**src/rtl/line_follow_drive_pkg.sv**
```systemverilog
// rtl/line_follow_drive_pkg.sv - shared H-bridge patterns, run states and sensor-half helpers
package line_follow_drive_pkg;

  localparam logic [3:0] PAT_LEFT     = 4'b1010;
  localparam logic [3:0] PAT_RIGHT    = 4'b0101;
  localparam logic [3:0] PAT_STRAIGHT = 4'b0110;
  localparam logic [3:0] PAT_STOP     = 4'b0000;

  typedef enum logic [1:0] {
    ST_IDLE = 2'b00,
    ST_RUN  = 2'b01,
    ST_DONE = 2'b10,
    ST_LOST = 2'b11
  } run_state_t;

  typedef enum logic [1:0] {
    DIR_STRAIGHT = 2'd0,
    DIR_LEFT     = 2'd1,
    DIR_RIGHT    = 2'd2
  } dir_t;

  // Sensor index n_sens-1 is leftmost, so the upper half of the vector is the left side.
  function automatic logic in_left_half(input int idx, input int n_sens);
    return idx >= (n_sens / 2);
  endfunction

  function automatic logic [3:0] dir_pattern(input dir_t d);
    case (d)
      DIR_LEFT:  return PAT_LEFT;
      DIR_RIGHT: return PAT_RIGHT;
      default:   return PAT_STRAIGHT;
    endcase
  endfunction

endpackage

```
**src/rtl/line_follow_drive_if.sv**
```systemverilog
// rtl/line_follow_drive_if.sv - sensor/limit inputs and H-bridge outputs of the drive block
interface line_follow_drive_if #(
  parameter int N_SENS = 4
) ();

  logic              drive_en;
  logic [N_SENS-1:0] sens;
  logic              limit_a;
  logic              limit_b;
  logic [3:0]        pattern;
  logic              en_a;
  logic              en_b;
  logic [1:0]        run_state;
  logic              fault;

  modport master (
    output drive_en, sens, limit_a, limit_b,
    input  pattern, en_a, en_b, run_state, fault
  );

  modport slave (
    input  drive_en, sens, limit_a, limit_b,
    output pattern, en_a, en_b, run_state, fault
  );

endinterface

```
**src/rtl/line_follow_drive_pwm_ramp_channel.sv**
```systemverilog
// rtl/line_follow_drive_pwm_ramp_channel.sv - one motor side: duty ramp, limit holdoff, PWM compare
module line_follow_drive_pwm_ramp_channel #(
  parameter int PWM_W      = 8,
  parameter int RAMP_STEP  = 8,
  parameter int LIMIT_HOLD = 16
) (
  input  logic             clk,
  input  logic             rst_n,
  input  logic             drive_en,
  input  logic             run,
  input  logic             limit,
  input  logic             period_start,
  input  logic [PWM_W-1:0] cnt,
  input  logic [PWM_W-1:0] target,
  output logic             en
);

  localparam int               HOLD_W = $clog2(LIMIT_HOLD + 1);
  localparam logic [PWM_W-1:0] STEP   = PWM_W'(RAMP_STEP);

  logic [PWM_W-1:0]  duty;
  logic [PWM_W-1:0]  duty_step;
  logic [PWM_W-1:0]  gap;
  logic [HOLD_W-1:0] hold;

  // Next duty one ramp step toward target, clamped so it never overshoots or wraps.
  always_comb begin
    gap       = '0;
    duty_step = duty;
    if (target > duty) begin
      gap       = target - duty;
      duty_step = duty + ((gap > STEP) ? STEP : gap);
    end else begin
      gap       = duty - target;
      duty_step = duty - ((gap > STEP) ? STEP : gap);
    end
  end

  // Limit wins over everything; holdoff counts whole periods once the limit has dropped.
  always_ff @(posedge clk or negedge rst_n) begin
    if (!rst_n) begin
      duty <= '0;
      hold <= '0;
      en   <= 1'b0;
    end else if (limit) begin
      duty <= '0;
      hold <= HOLD_W'(LIMIT_HOLD);
      en   <= 1'b0;
    end else if (!drive_en) begin
      en <= 1'b0;
    end else begin
      if (period_start && hold != '0) hold <= hold - 1'b1;
      if (!run) begin
        duty <= '0;
        en   <= 1'b0;
      end else begin
        en <= duty > cnt;
        if (period_start && hold == '0) duty <= duty_step;
      end
    end
  end

endmodule

```
**src/rtl/line_follow_drive.sv**
```systemverilog
// rtl/line_follow_drive.sv - line-follow steering decode, run FSM, lost timer and shared PWM counter
module line_follow_drive
  import line_follow_drive_pkg::*;
#(
  parameter int N_SENS        = 4,
  parameter int PWM_W         = 8,
  parameter int DUTY_STRAIGHT = 224,
  parameter int DUTY_FAST     = 255,
  parameter int DUTY_SLOW     = 127,
  parameter int RAMP_STEP     = 8,
  parameter int LOST_PERIODS  = 64,
  parameter int LIMIT_HOLD    = 16
) (
  input logic               clk,
  input logic               rst_n,
  line_follow_drive_if.slave bus
);

  localparam logic [PWM_W-1:0] CNT_LAST = PWM_W'((1 << PWM_W) - 2);
  localparam int               LOST_W   = $clog2(LOST_PERIODS + 1);
  localparam logic [LOST_W-1:0] LOST_MAX = LOST_W'(LOST_PERIODS);

  run_state_t        state, state_nxt;
  dir_t              last_dir, dir;
  logic [PWM_W-1:0]  cnt;
  logic [LOST_W-1:0] lost_cnt;
  logic              seen_off;
  logic              period_start, all_zero, all_one, run;
  logic [PWM_W-1:0]  tgt_a, tgt_b;
  logic [3:0]        pattern_q;
  logic              en_a, en_b;
  int                cnt_l, cnt_r;

  assign period_start = (cnt == '0);
  assign all_zero     = (bus.sens == '0);
  assign all_one      = &bus.sens;
  assign run          = (state_nxt == ST_RUN);

  // Count detected (low) sensors on each half of the tape vector.
  always_comb begin
    cnt_l = 0;
    cnt_r = 0;
    for (int i = 0; i < N_SENS; i++) begin
      if (!bus.sens[i]) begin
        if (in_left_half(i, N_SENS)) cnt_l = cnt_l + 1;
        else                         cnt_r = cnt_r + 1;
      end
    end
  end

  // Steer toward the heavier side; balanced means straight, nothing seen keeps the last heading.
  always_comb begin
    dir = last_dir;
    if (cnt_l > cnt_r)      dir = DIR_LEFT;
    else if (cnt_r > cnt_l) dir = DIR_RIGHT;
    else if (cnt_l > 0)     dir = DIR_STRAIGHT;
  end

  // Per-side duty targets: inner wheel slow, outer wheel fast in a turn.
  always_comb begin
    tgt_a = PWM_W'(DUTY_STRAIGHT);
    tgt_b = PWM_W'(DUTY_STRAIGHT);
    case (dir)
      DIR_LEFT:  begin tgt_a = PWM_W'(DUTY_SLOW); tgt_b = PWM_W'(DUTY_FAST); end
      DIR_RIGHT: begin tgt_a = PWM_W'(DUTY_FAST); tgt_b = PWM_W'(DUTY_SLOW); end
      default:   ;
    endcase
  end

  // Run FSM next state; frozen whenever drive_en is low.
  always_comb begin
    state_nxt = state;
    if (bus.drive_en) begin
      case (state)
        ST_IDLE: if (all_zero) state_nxt = ST_RUN;
        ST_RUN: begin
          if (all_zero && seen_off)                                state_nxt = ST_DONE;
          else if (all_one && period_start && lost_cnt == LOST_MAX) state_nxt = ST_LOST;
        end
        ST_LOST: if (!all_one) state_nxt = ST_RUN;
        default: ;
      endcase
    end
  end

  // Run FSM state register.
  always_ff @(posedge clk or negedge rst_n) begin
    if (!rst_n) state <= ST_IDLE;
    else        state <= state_nxt;
  end

  // PWM counter, heading memory, finish-line arming and lost-line period counter; all hold with drive_en low.
  always_ff @(posedge clk or negedge rst_n) begin
    if (!rst_n) begin
      cnt      <= '0;
      last_dir <= DIR_STRAIGHT;
      seen_off <= 1'b0;
      lost_cnt <= '0;
    end else if (bus.drive_en) begin
      cnt      <= (cnt == CNT_LAST) ? '0 : cnt + 1'b1;
      last_dir <= dir;
      seen_off <= (state == ST_RUN) && (seen_off || !all_zero);
      if (state != ST_RUN || !all_one)           lost_cnt <= '0;
      else if (period_start && lost_cnt != LOST_MAX) lost_cnt <= lost_cnt + 1'b1;
    end
  end

  // Direction pins follow the steering only while the FSM is (or stays) in RUN.
  always_ff @(posedge clk or negedge rst_n) begin
    if (!rst_n)                   pattern_q <= PAT_STOP;
    else if (bus.drive_en && run) pattern_q <= dir_pattern(dir);
    else                          pattern_q <= PAT_STOP;
  end

  line_follow_drive_pwm_ramp_channel #(
    .PWM_W(PWM_W), .RAMP_STEP(RAMP_STEP), .LIMIT_HOLD(LIMIT_HOLD)
  ) u_chan_a (
    .clk(clk), .rst_n(rst_n), .drive_en(bus.drive_en), .run(run), .limit(bus.limit_a),
    .period_start(period_start), .cnt(cnt), .target(tgt_a), .en(en_a)
  );

  line_follow_drive_pwm_ramp_channel #(
    .PWM_W(PWM_W), .RAMP_STEP(RAMP_STEP), .LIMIT_HOLD(LIMIT_HOLD)
  ) u_chan_b (
    .clk(clk), .rst_n(rst_n), .drive_en(bus.drive_en), .run(run), .limit(bus.limit_b),
    .period_start(period_start), .cnt(cnt), .target(tgt_b), .en(en_b)
  );

  assign bus.pattern   = pattern_q;
  assign bus.en_a      = en_a;
  assign bus.en_b      = en_b;
  assign bus.run_state = state;
  assign bus.fault     = (state == ST_LOST);

endmodule
```
**src/flat_wrapper.sv**
```systemverilog
// flat-port wrapper written by rule: the top's interface ports become plain ports
module line_follow_drive_flat import line_follow_drive_pkg::*;
#(
  parameter int N_SENS        = 4,
  parameter int PWM_W         = 8,
  parameter int DUTY_STRAIGHT = 224,
  parameter int DUTY_FAST     = 255,
  parameter int DUTY_SLOW     = 127,
  parameter int RAMP_STEP     = 8,
  parameter int LOST_PERIODS  = 64,
  parameter int LIMIT_HOLD    = 16
)
  (clk, rst_n, bus_drive_en, bus_sens, bus_limit_a, bus_limit_b, bus_pattern, bus_en_a, bus_en_b, bus_run_state, bus_fault);
  line_follow_drive_if #(.N_SENS(N_SENS)) bus_i ();
  input logic clk;
  input logic rst_n;
  input wire logic [$bits(bus_i.drive_en)-1:0] bus_drive_en;
  input wire logic [$bits(bus_i.sens)-1:0] bus_sens;
  input wire logic [$bits(bus_i.limit_a)-1:0] bus_limit_a;
  input wire logic [$bits(bus_i.limit_b)-1:0] bus_limit_b;
  output wire logic [$bits(bus_i.pattern)-1:0] bus_pattern;
  output wire logic [$bits(bus_i.en_a)-1:0] bus_en_a;
  output wire logic [$bits(bus_i.en_b)-1:0] bus_en_b;
  output wire logic [$bits(bus_i.run_state)-1:0] bus_run_state;
  output wire logic [$bits(bus_i.fault)-1:0] bus_fault;
  assign bus_i.drive_en = bus_drive_en;
  assign bus_i.sens = bus_sens;
  assign bus_i.limit_a = bus_limit_a;
  assign bus_i.limit_b = bus_limit_b;
  assign bus_pattern = bus_i.pattern;
  assign bus_en_a = bus_i.en_a;
  assign bus_en_b = bus_i.en_b;
  assign bus_run_state = bus_i.run_state;
  assign bus_fault = bus_i.fault;
  line_follow_drive #(.N_SENS(N_SENS), .PWM_W(PWM_W), .DUTY_STRAIGHT(DUTY_STRAIGHT), .DUTY_FAST(DUTY_FAST), .DUTY_SLOW(DUTY_SLOW), .RAMP_STEP(RAMP_STEP), .LOST_PERIODS(LOST_PERIODS), .LIMIT_HOLD(LIMIT_HOLD)) u_core (.clk(clk), .rst_n(rst_n), .bus(bus_i));
endmodule
```
**config.mk**
```make
export PLATFORM = sky130hd
export DESIGN_NAME = line_follow_drive_flat
export DESIGN_NICKNAME = d
export VERILOG_FILES = /design/src/rtl/line_follow_drive_pkg.sv /design/src/rtl/line_follow_drive_if.sv /design/src/rtl/line_follow_drive_pwm_ramp_channel.sv /design/src/rtl/line_follow_drive.sv /design/src/flat_wrapper.sv
export SDC_FILE = /design/constraint.sdc
export NUM_CORES = 1
export LEC_CHECK = 0
export ABC_AREA = 1
export BUFFER_PORTS_ARGS = -buffer_cell sky130_fd_sc_hd__buf_2
export CAP_MARGIN = 0
export CORE_MARGIN = 1.5
export CORE_UTILIZATION = 40
export DETAILED_ROUTE_END_ITERATION = 7
export GPL_ROUTABILITY_DRIVEN = 0
export PLACE_DENSITY_LB_ADDON = 0.3
export SLEW_MARGIN = 20
export SYNTH_ARGS = -nofsm -noshare
export SYNTH_HDL_FRONTEND = slang
export SYNTH_HIERARCHICAL = 1
export SYNTH_SLANG_ARGS = --single-unit
```
**constraint.sdc**
```tcl
create_clock -name clk -period 4.8 [get_ports clk]
set_clock_uncertainty 0.1 [all_clocks]
set_input_delay 0 -clock clk [delete_from_list [all_inputs] [get_ports clk]]
set_output_delay 0 -clock clk [all_outputs]
set_load 0.005 [all_outputs]
```
==> flow_summary_export.csv, run 1 <==
group,metric,value,unit
outcome,status,"finished clean",
layout,final_nets,1010,
routing,wire_per_inst,12.21,um
cts,clockBufferDepth,2,
sta,setup_slack,0.2168,ns
power_and_ir_drop,peakVddDrop,0.2405,mV
setup_path,cp.arrival,4.71,ns
sta,maxSlewHeadroom,0.5089,
setup_path,timing.critical_path.buf_inv,10,
yosys,yosysUniqueCellTypes,48,
layout,nFillCells,1331,
sta,worst_slew_pin_slew,0.7367,ns
yosys,async_flop_share,1.000,
yosys,synth_top_family_by_area,"simple AND/OR/NAND/NOR gates",
sta,slew_violations,0,
layout,fin_util,0.5097,
yosys,ys_ff_latch,52,
worst_hold_path,min_path_type,"input port to flop",
setup_path,crit_family,"adder cells",
sta,finalCritPeriodShare,0.9548,
floorplanning,die_w,122.5,um
yosys,yosys.area_share.simple,0.2995,
cts,clkTransAtPathRegs,0.06,ns
floorplanning,start_util,0.4102,
floorplanning,die_y,122.5,um
cts,clkSinkCount,52,
setup_path,max_stage_delay,0.35,ns
setup_path,start_kind,"input port",
setup_path,path_class,"input port to flop",
cts,insertion_delay,0.29,ns
layout,diodes,0,
power_and_ir_drop,powerDensity,442.0,nW/um2
global_route,grt_remaining_overflow,0,
setup_path,cp-end-kind,"flop",
floorplanning,io_pins,18,
yosys,syn_avg_cell_area,7.065,um2
routing,drc_errors,0,
yosys,synthCells,809,
global_route,grtUsageTotal,0.1784,
routing,vias,5274,
sta,fmax,0.2182,GHz
setup_path,crit_fanout,5,
yosys,seq_area_frac_synth,0.2277,
yosys,yosysWarnings,6,
routing,drt_iter0_markers,287,
layout,stdcell_count,1096,
yosys,synth_ff_type,"dfrtp_1",
layout,drive_above_1_share,0.2544,
power_and_ir_drop,power.leakage,0.003707,uW
yosys,muxShareOfSynthArea,0,
yosys,yosys.area_share.adder,0.1961,
routing,drt-total-wl,13380,um
routing,ant_nets,0,
placed_design,post-dp-hpwl,10260,um
setup_path,path_common_cell,"nand2_1",
global_route,grt_pass1_wl,21850,um
layout,multi_input_area,4066,um2
yosys,synth_xor_area_frac,0.03503,
sta,finalHoldViolations,0,
floorplanning,design.core.area,13930,um2
run,maxCapViolations,0,
cts,h-tree-depth,2,
cts,cts-root-buf,"clkbuf_16",
floorplanning,fp-row-count,43,
layout,area_delta_synth_final,24.28,%
yosys,synth_area,5715,um2
yosys,synth_edf_count,0,
global_route,antenna_found_initial,0,
cts,cts_made_buffers,5,
placed_design,place_ws,-0.3280,ns
routing,drt_first_pass_iters,4,
sta,post-route-min-period,4.583,ns
sta,setup_viol,0,
placed_design,io_buffer_count,17,
setup_path,required,4.93,ns
floorplanning,die-area,15010,um2
cts,cts_tree,"done",
setup_path,slowest_stage,"ha_1",
global_route,grt_start_max_net_pins,53,
layout,layout_common_cells,"nand2_1, inv_1, buf_4",
layout,seqCellArea,1301,um2
routing,vias_per_cell,4.812,
placed_design,dp.cells,1071,
sta,timing.hold.ws,0.05650,ns
global_route,grt_pass1_vias,4889,
layout,final_common_cell,"nand2_1",
yosys,synth_compound_area_frac,0.1219,
[cell type report]
class,count,share of cell area
Multi-Input combinational cell,597,0.5725
Clock inverter,2,0.004932
Inverter,160,0.08526
Sequential cell,52,0.1832
Tap cell,180,0.03171
Timing Repair Buffer,99,0.1043
Clock buffer,6,0.01814
[state kept, by name, indices dropped and copies added (netlist names)]
signal	flops
u_core/cnt	8
u_core/bus.run_state	2
u_core/u_chan_a/duty	8
u_core/seen_off	1
u_core/u_chan_b/duty	8
u_core/u_chan_b/en	1
u_core/u_chan_b/hold	5
u_core/last_dir	2
u_core/bus.pattern	4
u_core/u_chan_a/en	1
u_core/lost_cnt	7
u_core/u_chan_a/hold	5
[path summary, 6_finish.rpt]
check / slack [ns] / cells past startpoint / start / end
worst max-delay path: 0.22 / 40 / bus_sens[3] / u_core/u_chan_a/duty[5]
worst min-delay path: 0.06 / 3 / bus_drive_en / u_core/u_chan_a/en
worst max register to register: 0.29 / 27 / u_core/last_dir[1] / u_core/u_chan_b/duty[6]
worst min register to register: 0.40 / 2 / u_core/last_dir[1] / u_core/last_dir[1]
max in group asynchronous: 3.89 / 3 / rst_n / u_core/bus.pattern[0]
min in group asynchronous: 0.26 / 3 / rst_n / u_core/u_chan_a/duty[7]
[per-stage QoR]
stage / power, uW / TNS, ns / area, um2
6_report: 3140 / 0 / 7103
5_1_grt: 3425 / -0.1195 / 7103
4_1_cts: 2891 / 0 / 6659
3_5_place_dp: 2470 / -1.881 / 6465
3_3_place_gp: 2452 / -1.377 / 6465
2_1_floorplan: 1824 / 0 / 5746
[tightest hold or removal path, cell delays in order]
cell and delay [ns]:
buf_2 0.24, nand2_1 0.12, a21oi_1 0.04
[repair_timing]
item,CTS,global route
endpoints found under the setup margin,1,11
gates cloned,0,1
endpoints found under the hold margin,57,0
hold buffers,3,0
resized for setup,1,80
buffers inserted,0,13
pin swaps,0,38
[power breakdown]
group | total [uW] | internal [uW] | leakage [uW] | switching (uW)
clock network | 402 | 245 | 0.0000808 | 156
registers | 574 | 500 | 0.000681 | 74.3
logic | 2160 | 1000 | 0.00294 | 1160
[cell usage after synthesis, drive strengths merged, types with 3 or more instances]
cell type  instances  area share
a21oi             49       0.049
a31oi              3      0.0033
and2               3      0.0033
buf                7       0.014
dfrtp             52        0.23
fa                 6       0.021
ha                80        0.18
inv              159        0.10
nand2            188        0.14
nand3             50       0.048
nand4             15       0.021
nor2              79       0.060
nor3              15       0.019
o21ai             49       0.044
o21bai             3      0.0039
o22ai              9      0.0099
or2                6      0.0074
xnor2              4      0.0074
xor2              18       0.028
[cell families (layout without fill, tap and decap cells)]
| kind of cell | count (synthesis) | in the layout |
|---|---|---|
| AO/OA/AOI/OAI | 121 | 121 |
| AND/OR/NAND/NOR | 360 | 360 |
| other | 1 | 8 |
| buffers and inverters | 167 | 267 |
| adder cells (fa/ha/maj) | 86 | 86 |
| flip-flops | 52 | 52 |
| XOR/XNOR | 22 | 22 |
[routing by layer]
layer / GRT usage / wire (um) / vias to the layer above
li1: - / - / 2785
met1: 0.2434 / 6392 / 2418
met2: 0.3108 / 6544 / 55
met3: 0.01441 / 248 / 16
met4: 0.03343 / 192 / 0
met5: 0 / 0 / -
Note: power is estimated with default switching activity, not from simulation.
==> run 2, diff against run 1 <==
--- a/config.mk
+++ b/config.mk
@@ -8,7 +8,6 @@
 export ABC_AREA = 1
 export BUFFER_PORTS_ARGS = -buffer_cell sky130_fd_sc_hd__buf_2
 export CAP_MARGIN = 0
-export CORE_MARGIN = 1.5
 export CORE_UTILIZATION = 40
 export DETAILED_ROUTE_END_ITERATION = 7
 export GPL_ROUTABILITY_DRIVEN = 0
==> flow_summary_export.csv, run 2 (synthesized netlist as in run 1, its figures left out) <==
group,metric,value,unit
routing,wire_per_inst,11.76,um
global_route,grt_remaining_overflow,0,
setup_path,start_kind,"input port",
routing,vias_per_cell,4.731,
power_and_ir_drop,finalPower,3035,uW
routing,drt_first_pass_iters,5,
setup_path,timing.critical_path.buf_inv,10,
setup_path,path_class,"input port to flop",
sta,fmax,0.2202,GHz
routing,drt-total-wl,12830,um
layout,stdcell_count,1091,
setup_path,required,4.87,ns
sta,slew_violations,0,
routing,drc_errors,0,
layout,layout_common_cells,"nand2_1, inv_1, buf_4",
cts,insertion_delay,0.29,ns
setup_path,slowest_stage,"fa_2",
floorplanning,die-area,14770,um2
sta,timing.hold.ws,0.04278,ns
power_and_ir_drop,power.leakage,0.003659,uW
layout,diodes,0,
cts,h-tree-depth,2,
global_route,grt_start_max_net_pins,53,
placed_design,io_buffer_count,17,
cts,cts_tree,"done",
cts,clkTransAtPathRegs,0.06,ns
global_route,grt_pass1_wl,21490,um
layout,reg_top3,"u_core/cnt (8), u_core/u_chan_a/duty (8), u_core/u_chan_b/duty (8)",
sta,post-route-min-period,4.541,ns
floorplanning,die_y,121.5,um
layout,multi_input_area,3999,um2
setup_path,cp.arrival,4.61,ns
sta,finalCritPeriodShare,0.9461,
placed_design,dp.cells,1068,
layout,drive_above_1_share,0.2360,
floorplanning,design.core.area,13930,um2
cts,clockBufferDepth,2,
setup_path,max_stage_delay,0.41,ns
setup_path,crit_family,"adder cells",
layout,fin_util,0.5012,
setup_path,worst-r2r-setup-slack,0.34,ns
setup_path,cp-end-kind,"flop",
global_route,antenna_found_initial,0,
run,maxCapViolations,0,
power_and_ir_drop,powerDensity,434.6,nW/um2
power_and_ir_drop,peakVddDrop,0.2104,mV
floorplanning,fp-row-count,43,
floorplanning,start_util,0.4102,
global_route,grt_pass1_vias,4737,
layout,seqCellArea,1301,um2
cts,cts_made_buffers,5,
global_route,grtUsageTotal,0.1779,
outcome,status,"finished clean",
layout,nFillCells,1372,
cts,cts-root-buf,"clkbuf_16",
setup_path,crit_fanout,5,
cts,clkSinkCount,52,
routing,drt_iter0_markers,179,
floorplanning,io_pins,18,
layout,area_delta_synth_final,22.20,%
sta,maxSlewHeadroom,0.5317,
layout,final_common_cell,"nand2_1",
routing,vias,5162,
routing,ant_nets,0,
sta,finalHoldViolations,0,
layout,final_nets,1006,
floorplanning,die_w,121.5,um
placed_design,post-dp-hpwl,10180,um
sta,worst_slew_pin_slew,0.7025,ns
sta,setup_viol,0,
worst_hold_path,min_path_type,"input port to flop",
run 2: layout make-up:
class / count / share of cell area
Inverter: 160 / 0.08671
Sequential cell: 52 / 0.1863
Multi-Input combinational cell: 597 / 0.5726
Clock buffer: 6 / 0.01845
Timing Repair Buffer: 95 / 0.1030
Tap cell: 180 / 0.03225
Clock inverter: 1 / 0.0007166
run 2: through the flow:
step / instance area [um2] / setup TNS, ns / setup WS, ns
2_1_floorplan: 5746 / 0 / 0.01296
3_3_place_gp: 6442 / -1.648 / -0.3235
3_5_place_dp: 6442 / -2.151 / -0.3681
4_1_cts: 6609 / 0 / 0.004409
5_1_grt: 6984 / -0.05758 / -0.02947
6_report: 6984 / 0 / 0.2585
run 2: worst min-delay path, stage by stage:
cell     delay [ns]
buf_2          0.24
nand2_1        0.12
a21oi_1        0.03
run 2: routing by layer:
layer / vias up / track usage / wire (um)
met4: 0 / 0.02855 / 108
met5: - / 0 / 0
li1: 2778 / - / -
met2: 52 / 0.3001 / 6064
met1: 2325 / 0.2499 / 6401
met3: 7 / 0.01685 / 258
run 2: repair_timing:
item / in CTS / in global routing
gates cloned: 0 / 1
gates resized for setup: 2 / 64
hold buffers: 3 / 0
endpoints found under the hold margin: 58 / 0
setup endpoints to repair: 2 / 12
setup buffers: 0 / 12
pin swaps: 0 / 28
run 2: final timing paths:
check | cells after the start | start | endpoint
min in group asynchronous | 3 | rst_n | u_core/u_chan_a/hold[1]
worst max register to register | 27 | u_core/last_dir[1] | u_core/u_chan_b/duty[6]
worst min-delay path | 3 | bus_drive_en | u_core/u_chan_a/en
worst max-delay path | 35 | bus_sens[0] | u_core/u_chan_b/duty[6]
max in group asynchronous | 3 | rst_n | u_core/u_chan_b/duty[2]
worst min register to register | 2 | u_core/seen_off | u_core/seen_off
run 2: power by group:
| group | total [uW] | internal, uW | switching, uW |
|---|---|---|---|
| clock network | 339 | 190 | 150 |
| logic | 2120 | 983 | 1130 |
| registers | 578 | 500 | 78.5 |
| total | 3040 | 1670 | 1360 |
==> run 3, diff against run 2 <==
--- a/config.mk
+++ b/config.mk
@@ -11,6 +11,7 @@
 export CORE_UTILIZATION = 40
 export DETAILED_ROUTE_END_ITERATION = 7
 export GPL_ROUTABILITY_DRIVEN = 0
+export GPL_TIMING_DRIVEN = 0
 export PLACE_DENSITY_LB_ADDON = 0.3
 export SLEW_MARGIN = 20
 export SYNTH_ARGS = -nofsm -noshare
==> flow_summary_export.csv, run 3 (synthesized netlist as in run 1, its figures left out) <==
group,metric,value,unit
setup_path,cp-end-kind,"flop",
floorplanning,die_y,121.5,um
sta,setup_viol,0,
routing,drt_iter0_markers,179,
sta,worst_slew_pin_slew,0.6984,ns
layout,diodes,0,
global_route,grt_pass1_wl,20780,um
setup_path,cp.arrival,4.72,ns
cts,h-tree-depth,2,
cts,clkTransAtPathRegs,0.07,ns
routing,drt-total-wl,12310,um
power_and_ir_drop,peakVddDrop,0.1997,mV
placed_design,post-dp-hpwl,9486,um
layout,reg_top3,"u_core/cnt (8), u_core/u_chan_a/duty (8), u_core/u_chan_b/duty (8)",
routing,vias_per_cell,4.864,
setup_path,crit_family,"adder cells",
sta,post-route-min-period,4.650,ns
floorplanning,design.core.area,13930,um2
floorplanning,io_pins,18,
layout,area_delta_synth_final,16.11,%
routing,wire_per_inst,11.81,um
placed_design,dp.cells,1013,
setup_path,timing.critical_path.buf_inv,9,
global_route,grtUsageTotal,0.1736,
sta,finalHoldViolations,0,
routing,drc_errors,0,
worst_hold_path,min_path_type,"input port to flop",
setup_path,path_common_cell,"inv_2",
floorplanning,start_util,0.4102,
layout,fin_util,0.4763,
sta,fmax,0.2150,GHz
power_and_ir_drop,switching_power,1340,uW
global_route,antenna_found_initial,0,
cts,clkSinkCount,52,
power_and_ir_drop,powerDensity,421.5,nW/um2
placed_design,io_buffer_count,17,
cts,cts_made_buffers,5,
layout,stdcell_count,1042,
cts,clockBufferDepth,2,
power_and_ir_drop,p_clk_frac,0.132,
layout,nFillCells,1389,
routing,ant_nets,0,
layout,final_nets,956,
setup_path,slowest_stage,"fa_2",
layout,final_common_cell,"nand2_1",
routing,drt_first_pass_iters,6,
layout,layout_common_cells,"nand2_1, inv_1, ha_1",
setup_path,required,4.87,ns
setup_path,start_kind,"input port",
global_route,grt_start_max_net_pins,53,
power_and_ir_drop,power_frac_comb,0.662,
power_and_ir_drop,p_seq_frac,0.206,
layout,drive_above_1_share,0.1856,
power_and_ir_drop,p_int,1457,uW
sta,finalCritPeriodShare,0.9688,
power_and_ir_drop,power.leakage,0.003453,uW
setup_path,path_class,"input port to flop",
sta,rsz0062_at_grt,"true",
floorplanning,fp-row-count,43,
global_route,grt_pass1_vias,4523,
global_route,grt_remaining_overflow,0,
sta,maxSlewHeadroom,0.5344,
outcome,status,"finished clean",
cts,cts-root-buf,"clkbuf_16",
run,maxCapViolations,0,
cts,insertion_delay,0.29,ns
sta,slew_violations,0,
floorplanning,die_w,121.5,um
power_and_ir_drop,p_sw_frac,0.4789,
setup_path,worst-r2r-setup-slack,0.27,ns
setup_path,max_stage_delay,0.34,ns
floorplanning,die-area,14770,um2
cts,cts_tree,"done",
setup_path,crit_fanout,8,
routing,vias,5068,
-- run 3: cell count changes in the layout (fill, tap and decap cells not counted), sizes merged --
cell,delta
clkbuf,-1
clkinvlp,+1
dlygate4sd3,+1
inv,+1
buf,-51
-- run 3: path summary, 6_finish.rpt --
kind,startpoint,cells after the start,end
max,bus_sens[3],34,u_core/u_chan_b/duty[6]
min,bus_sens[1],6,u_core/bus.run_state[1]
max reg2reg,u_core/last_dir[0],28,u_core/u_chan_b/duty[6]
min reg2reg,u_core/last_dir[1],2,u_core/last_dir[1]
max in group asynchronous,rst_n,2,u_core/bus.pattern[3]
min in group asynchronous,rst_n,2,u_core/u_chan_a/hold[0]
-- run 3: final cells by class --
type / count / area, um2 / area share
Inverter: 160 / 605.6 / 0.09125
Timing Repair Buffer: 37 / 286.5 / 0.04318
Clock buffer: 6 / 138.9 / 0.02093
Timing Repair inverter: 1 / 7.507 / 0.001131
Multi-Input combinational cell: 597 / 3979 / 0.5995
Sequential cell: 52 / 1301 / 0.1961
Clock inverter: 2 / 13.76 / 0.002074
Buffer: 7 / 78.83 / 0.01188
Tap cell: 180 / 225.2 / 0.03394
-- run 3: metrics by stage --
step	hold slack, ns	setup TNS (ns)	setup WS, ns	power, uW	instance area (um2)
finish	0.1525	0	0.1498	2797	6636
global route	0.2162	-0.2562	-0.09648	3062	6636
CTS	0.1786	0	0.01637	2580	6325
detailed placement	-0.01724	-4.609	-0.7584	2132	6058
global placement	0.09495	-4.055	-0.6728	2110	6056
floorplan	-0.3956	0	0.01296	1824	5746
-- run 3: worst min-delay path: stages --
cell	delay (ns)
buf_6	0.07
ha_1	0.13
nand2_1	0.09
nand3_2	0.07
a21oi_2	0.06
nand2_1	0.08
-- run 3: what timing repair did --
| action | in CTS | in global routing |
|---|---|---|
| hold buffers | 4 | 0 |
| resized for setup | 11 | 53 |
| gates cloned | 1 | 0 |
| setup endpoints to repair | 7 | 10 |
| pin swaps | 3 | 41 |
| setup buffers | 3 | 13 |
| endpoints found under the hold margin | 59 | 0 |
-- run 3: power by group through the flow --
stage | Combinational (uW) | Clock [uW] | Sequential [uW]
4_1_cts | 1630 | 378 | 575
2_1_floorplan | 1270 | 0 | 559
5_1_grt | 2080 | 397 | 588
3_3_place_gp | 1530 | 0 | 580
3_5_place_dp | 1550 | 0 | 581
6_report | 1850 | 368 | 577
-- run 3: layer usage --
| layer | track usage | vias up | part of all wire |
|---|---|---|---|
| met1 | 0.2441 | 2337 | 0.50 |
| met3 | 0.01404 | 4 | 0.017 |
| li1 | - | 2683 | - |
| met2 | 0.2940 | 44 | 0.48 |
| met4 | 0.02778 | 0 | 0.0029 |
| met5 | 0 | - | 0 |
